$ cat config.mk
export PLATFORM = sky130hd
export DESIGN_NAME = step_sequencer
export DESIGN_NICKNAME = d
export VERILOG_FILES = /design/src/rtl/step_sequencer.sv
export SDC_FILE = /design/constraint.sdc
export NUM_CORES = 1
export LEC_CHECK = 0
export CAP_MARGIN = 10
export CORE_UTILIZATION = 38
export DETAILED_ROUTE_END_ITERATION = 8
export PLACE_DENSITY = 0.69
export SYNTH_ARGS = -nofsm -noshare
export SYNTH_HDL_FRONTEND = slang
export SYNTH_SLANG_ARGS = --single-unit
export TNS_END_PERCENT = 5
$ cat constraint.sdc
create_clock -name clk -period 2.4 [get_ports clk]
set_input_delay 0.48 -clock clk [delete_from_list [all_inputs] [get_ports clk]]
set_output_delay 0.48 -clock clk [all_outputs]
set_load 0.01 [all_outputs]
$ cat src/rtl/step_sequencer.sv
// Stepper-motor step sequencer: steps the 4-coil phase table and handshakes with an external delay counter.
// Defining HALF_STEP_EN selects the 8-entry half-step table instead of the 4-entry full-step table.
module step_sequencer #(
  parameter int         STEP_W    = 16,
  parameter int         DELAY_W   = 8,
  parameter logic [3:0] PHASE_RST = 4'b1100
) (
  input  logic               clk,
  input  logic               reset,
  input  logic               cmd_valid,
  output logic               cmd_ready,
  input  logic [STEP_W-1:0]  cmd_steps,
  input  logic               cmd_dir,
  input  logic [DELAY_W-1:0] cmd_delay,
  input  logic               abort,
  input  logic               run_en,
  output logic               dly_start,
  output logic               dly_enable,
  output logic [DELAY_W-1:0] dly_value,
  input  logic               dly_done,
  output logic [3:0]         phase,
  output logic               busy,
  output logic               cmd_done,
  output logic [STEP_W-1:0]  steps_left
);

`ifdef HALF_STEP_EN
  localparam int TBL_N = 8;
  localparam int IDX_W = 3;

  function automatic logic [3:0] tbl(input logic [IDX_W-1:0] i);
    case (i)
      3'd0:    tbl = 4'b1000;
      3'd1:    tbl = 4'b1100;
      3'd2:    tbl = 4'b0100;
      3'd3:    tbl = 4'b0110;
      3'd4:    tbl = 4'b0010;
      3'd5:    tbl = 4'b0011;
      3'd6:    tbl = 4'b0001;
      default: tbl = 4'b1001;
    endcase
  endfunction
`else
  localparam int TBL_N = 4;
  localparam int IDX_W = 2;

  function automatic logic [3:0] tbl(input logic [IDX_W-1:0] i);
    case (i)
      2'd0:    tbl = 4'b1100;
      2'd1:    tbl = 4'b0110;
      2'd2:    tbl = 4'b0011;
      default: tbl = 4'b1001;
    endcase
  endfunction
`endif

  // Table position is recovered from the registered phase, so the reset value only has to be a table entry.
  function automatic logic [IDX_W-1:0] idx_of(input logic [3:0] p);
    idx_of = '0;
    for (int i = 0; i < TBL_N; i++) begin
      if (tbl(IDX_W'(i)) == p) idx_of = IDX_W'(i);
    end
  endfunction

  typedef enum logic [1:0] {IDLE, STEP, ARM, WAIT} state_t;

  state_t           state;
  state_t           state_next;
  logic             dir;
  logic             load_cmd;
  logic             advance;
  logic             dec_steps;
  logic             done_set;
  logic [IDX_W-1:0] cur_idx;
  logic [IDX_W-1:0] next_idx;

  always_ff @(posedge clk or posedge reset) begin
    if (reset) state <= IDLE;
    else       state <= state_next;
  end

  always_comb begin
    state_next = state;
    load_cmd   = 1'b0;
    advance    = 1'b0;
    dec_steps  = 1'b0;
    done_set   = 1'b0;
    cmd_ready  = (state == IDLE) && !abort;
    busy       = (state != IDLE);
    dly_start  = (state == STEP);
    dly_enable = (state == WAIT) && run_en;

    if (abort) begin
      state_next = IDLE;
      done_set   = (state != IDLE);
    end else begin
      case (state)
        IDLE: begin
          if (cmd_valid) begin
            load_cmd = 1'b1;
            if (cmd_steps != '0) state_next = STEP;
            else                 done_set   = 1'b1;
          end
        end
        STEP: begin
          advance    = 1'b1;
          state_next = ARM;
        end
        // A done left over from the previous delay is still visible here, so it is deliberately ignored.
        ARM: state_next = WAIT;
        WAIT: begin
          if (dly_done) begin
            dec_steps = (steps_left != '0);
            if (steps_left <= STEP_W'(1)) begin
              state_next = IDLE;
              done_set   = 1'b1;
            end else begin
              state_next = STEP;
            end
          end
        end
        default: state_next = IDLE;
      endcase
    end
  end

  always_comb begin
    cur_idx  = idx_of(phase);
    next_idx = dir ? cur_idx + IDX_W'(1) : cur_idx - IDX_W'(1);
  end

  always_ff @(posedge clk or posedge reset) begin
    if (reset) begin
      phase      <= PHASE_RST;
      steps_left <= '0;
      dly_value  <= '0;
      dir        <= 1'b0;
      cmd_done   <= 1'b0;
    end else begin
      cmd_done <= done_set;
      if (load_cmd) begin
        steps_left <= cmd_steps;
        dly_value  <= cmd_delay;
        dir        <= cmd_dir;
      end
      if (advance)   phase      <= tbl(next_idx);
      if (dec_steps) steps_left <= steps_left - STEP_W'(1);
    end
  end

endmodule

======== Yosys cells after proc, flatten, opt, wreduce, memory -nomap -nowiden ========
Index checks and enable logic that the tools add are counted.
storage, ports and cells
  bits in registers ....................... 32
  latch bits .............................. 0
  RAM bits ................................ 0
  ROM bits ................................ 0
  output and inout bits ................... 33
  memories kept ........................... 0
operators by class
  add/subtract/negate cells ............... 3
  multiply operators ...................... 0
  divide/modulo/power cells ............... 0
  $lt $le $gt $ge ......................... 1
  eq/ne operators ......................... 11
  shift operators ......................... 0
  muxes and demuxes ....................... 27
  bitwise gates (word level) .............. 0
  reductions and logical operators ........ 10
operator list
  operator                 count
  $mux W16                 2
  $reduce_bool A16 Y1      2
  $le A16 B1 Y1 const B    1
  $sub A16 B1 Y16 const B  1
  $mux W1                  15
  $mux W2                  7
  $pmux W4 S3              1
  $pmux W2 S4              1
  $eq A2 B2 Y1 const B     3
  $ne A3 B3 Y1 const B     2
  $eq A2 B1 Y1 const B     2
  $eq A2 B4 Y1 const A     1
  $eq A3 B4 Y1 const A     1
  $eq A4 B4 Y1 const A     1
  $logic_not A2 Y1         2
  $reduce_bool A2 Y1       2
  $ne A3 B2 Y1 const B     1
  $reduce_and A3 Y1        1
  $add A2 B1 Y2 const B    1
  $logic_and A1 B1 Y1      2
  $pmux W1 S2              1
  $sub A2 B1 Y2 const B    1
  $logic_not A1 Y1         1

======== Depth between registers and ports, before layout ========
  depth in word-level cells ............... 8
  mapped depth ............................ 9

======== Worst setup path before layout ========
No wires, ideal clock.
  kind .................................... register to register
  start point ............................. register steps_left[0]
  end point ............................... register steps_left[12]
  setup time .............................. 120 ps
  arrival ................................. 2232 ps
  data required time ...................... 2280 ps
  setup slack ............................. 48 ps
  cell stages (with the launch flop) ...... 9
  path buffers ............................ 1
  clock period less this slack ............ 2352 ps
  path through ............................ dfrtp_1 inv_1 ha_1 or4b_1 or4_4 a21oi_2 buf_6 o21ba_1 o211a_1
between the ends
  cells in the longest elaborated chain, start to end .. 5
  elaborated cells between the ends (all ways) .. 7
  classes of those cells .................. add/sub: 1; mux: 4; reduce/logical: 2
RTL lines
  element                                                                  RTL line  source
  start, declared                                                          24        output logic [STEP_W-1:0] steps_left
  start signal, assigned                                                   142       steps_left <= cmd_steps;
  start signal, assigned                                                   147       if (dec_steps) steps_left <= steps_left - STEP_W'(1);
  parallel branches: the longest is 5 deep, another holds $sub A16 B1 Y16  -
Parallel ways; which one is timed is not known.
A chain may end at the register's enable or synchronous reset.

======== Final worst setup path ========
  start point ............................. register steps_left[11]
  end point ............................... register steps_left[8]
between the ends
  cells in the longest elaborated chain, start to end .. 5
  elaborated cells between the ends (all ways) .. 6
  classes of those cells .................. mux: 4; reduce/logical: 2
RTL lines
  element                                                RTL line  source
  $reduce_bool A16 Y1 (*)                                113       dec_steps = (steps_left != '0);
  $mux W1 (*)                                            112       if (dly_done) begin
  $mux W1 (*)                                            97        case (state)
  $mux W1 (*)                                            93        if (abort) begin
  $mux W16 / $reduce_bool A2 Y1 (equally long branches)  -
Mark *: on every way between the ends. The rest lies on a longest branch, timed or not.

==> reports/results.tsv <==
stage	metric	value	unit
finish	post-route-util	58.4	%
pwr	pwr_density_cell	1130	nW/um^2
timing	grt_setup_unrepaired	no	
place	dp_hpwl	4370	um
pwr	ir_drop	0.000558	V
grt	grt_start_max_net_pins	33	
synth	ys.flop_type	dfrtp_1	
hold_path	hold_class	register to register	
timing	relSlewSlack	64.4	%
worst_setup_path	crit_type	register to register	
finish	layout-drive-gt1-share	15.3	%
worst_setup_path	cp_data_arrival_time	2490	ps
clock_network	cts_buffers	5	
timing	post-route-period-util	96.8	%
worst_setup_path	critPathRequiredTime	2560	ps
clock_network	cts_root_buffer	clkbuf_8	
die	rows	26	
finish	fin_cells	390	
die	die_h	75.3	um
route	drt-pass1-iter-count	4	
timing	hold_ws	478	ps
synth	synthCells	235	
clock_network	htree_num_levels	2	
synth	syn-num-nets	273	
synth	ys_seq_area_share	39.4	%
timing	setup_viol_count_final	0	
finish	design_area	3000	um^2
grt	grtUsageTotal	20.9	%
route	ant_nets	0	
grt	antenna_found_initial	0	
timing	period_minus_slack	2320	ps
die	core_area	5140	um^2
finish	fill_cells	499	
timing	skew	4.63	ps
place	dpl.cell_count	382	
clock_network	clockBufferDepth	2	
clock_network	clkLatencyLatePin	280	ps
finish	area_growth_syn_to_layout	47.2	%
place	gp_congestion	0.913	
die	die_w	75.3	um
worst_setup_path	cp-start-kind	register	
clock_network	clkSinkCount	32	
synth	synth_edf_count	0	
route	wl_per_cell	14.6	um
timing	fmax	431	MHz
die	dieArea	5660	um^2
die	ios	64	
clock_network	postCtsHoldBufs	0	
route	drt_iter0_drc	91	
place	port_buffers	63	
finish	diodes	0	
finish	num-nets-final	357	
clock_network	cts_tree	built	
place	place_area	2880	um^2
run_status	status	complete, no violations	
grt	grt_pass1_vias	1906	
route	wirelength	5690	um
synth	yosysWarnings	0	
synth	syn-cell-area	2040	um^2
route	drc_errors	0	
synth	avgSynthCellArea	8.68	um^2
route	vias_per_cell	5.36	
route	num_vias	2090	
die	start_util	39.7	%
timing	finalHoldViolCount	0	
synth	async_flop_share	100	%
timing	setup_tns	0	ps
timing	drv_slew	0	
worst_setup_path	cp_max_fo	8	
synth	ys_ff_latch	32	
worst_setup_path	cp-end-kind	register	
timing	worst_slew_pin_slew	530	ps
pwr	power.leakage	0.00122	uW
clock_network	clk_pin_slew_worst_paths	70	ps
grt	gr-total-overflow	0	
synth	yosysUniqueCellTypes	41	
grt	grt_pass1_wl	8820	um
job	cap_violations	0	
worst max-delay path: stages (launching register included):
cell     delay, ps
dfrtp_1        390
or4_4          560
or4_4          560
a21oi_4        170
buf_6          150
o21ba_1        150
o221a_1        220
synthesized netlist by cell type (2+ instances only):
cell type | n | area, um^2
a21oi_1 | 8 | 40.0
dfstp_2 | 2 | 52.6
nor2b_1 | 4 | 25.0
nor3_1 | 8 | 40.0
and2_1 | 3 | 18.8
nand2b_1 | 4 | 25.0
clkbuf_1 | 5 | 18.8
o211ai_1 | 2 | 15.0
nor2_1 | 20 | 75.1
o221a_1 | 12 | 135
o211a_1 | 2 | 20.0
inv_1 | 10 | 37.5
ha_1 | 7 | 87.6
nor4_1 | 6 | 37.5
or4_1 | 2 | 15.0
o22ai_1 | 2 | 12.5
or4_4 | 2 | 22.5
a21oi_2 | 7 | 61.3
buf_2 | 2 | 10.0
dfrtp_1 | 30 | 751
o21ba_1 | 5 | 50.1
a31oi_1 | 2 | 12.5
or3_1 | 5 | 31.3
nand3_1 | 12 | 60.1
nand2_1 | 44 | 165
o21ai_0 | 7 | 35.0
buf_6 | 3 | 33.8
nand4_1 | 6 | 37.5
power breakdown:
part	total [uW]	leakage [uW]	switching (uW)	internal [uW]
combinational	1900	0.000796	878	1020
clock	454	0.0000515	192	262
sequential	1030	0.000373	223	810
total	3380	0.00122	1290	2090
flip-flops by register name, summed over array words and instances (netlist names):
name / count
steps_left: 16
dly_value: 8
phase: 4
state: 2
cmd_done: 1
dir: 1
through the flow:
stage	total power, uW	setup WS [ps]
2_1_floorplan	1920	47.5
3_3_place_gp	2870	110
3_5_place_dp	2920	-13.1
4_1_cts	3390	21.9
5_1_grt	3640	12.3
6_report	3380	78.0
cell type report:
type,instances,area (um^2),area share (%)
multi-input cells,183,1150,38.3
repair buffers,87,822,27.4
flip-flops and latches,32,803,26.8
clock buffers,8,100,3.33
well taps,70,87.6,2.92
inverters,10,37.5,1.25
metal layers:
metal,vias up,track usage (%),part of all wire [%]
met5,-,0,0
met4,0,7.20,1.8
met3,8,5.09,7.4
met2,75,34.9,46
met1,977,26.4,45
li1,1030,-,-
cells in the final DEF (no fill, tap or decap), drive strengths merged, types with 5 or more instances in the layout:
cell	count
nor2	20
clkbuf	8
o21ba	5
o221a	12
nand2	44
a21oi	15
dfrtp	30
nor4	6
nand3	12
nand4	6
o21ai	7
nor3	8
clkdlybuf4s50	63
buf	24
inv	10
ha	7
or3	5
final timing paths:
check / startpoint / endpoint / slack, ps / cells after the start
setup / recovery: steps_left[11]$_DFFE_PP0P_ / steps_left[8]$_DFFE_PP0P_ / 80 / 6
hold / removal: dly_value[5]$_DFFE_PP0P_ / dly_value[5]$_DFFE_PP0P_ / 480 / 2
setup reg to reg: steps_left[11]$_DFFE_PP0P_ / steps_left[8]$_DFFE_PP0P_ / 80 / 6
hold reg to reg: dly_value[5]$_DFFE_PP0P_ / dly_value[5]$_DFFE_PP0P_ / 480 / 2
max in group asynchronous: reset / phase[3]$_DFFE_PP1P_ / 1500 / 3
min in group asynchronous: reset / state[0]$_DFFE_PP0P_ / 580 / 3
what timing repair did:
item | CTS | global route
setup endpoints to repair | 12 | 15
pin swaps | 0 | 1
resized for setup | 1 | 9
setup buffers | 0 | 0
logic make-up after synthesis:
family | synth area share (%)
AND/OR/NAND/NOR | 28.8
flip-flops | 39.4
multiplexers | 1.04
buffers and inverters | 4.91
AO/OA/AOI/OAI | 21.6
adder cells (fa/ha/maj) | 4.29
No activity file was read; power rests on OpenSTA's default activity.
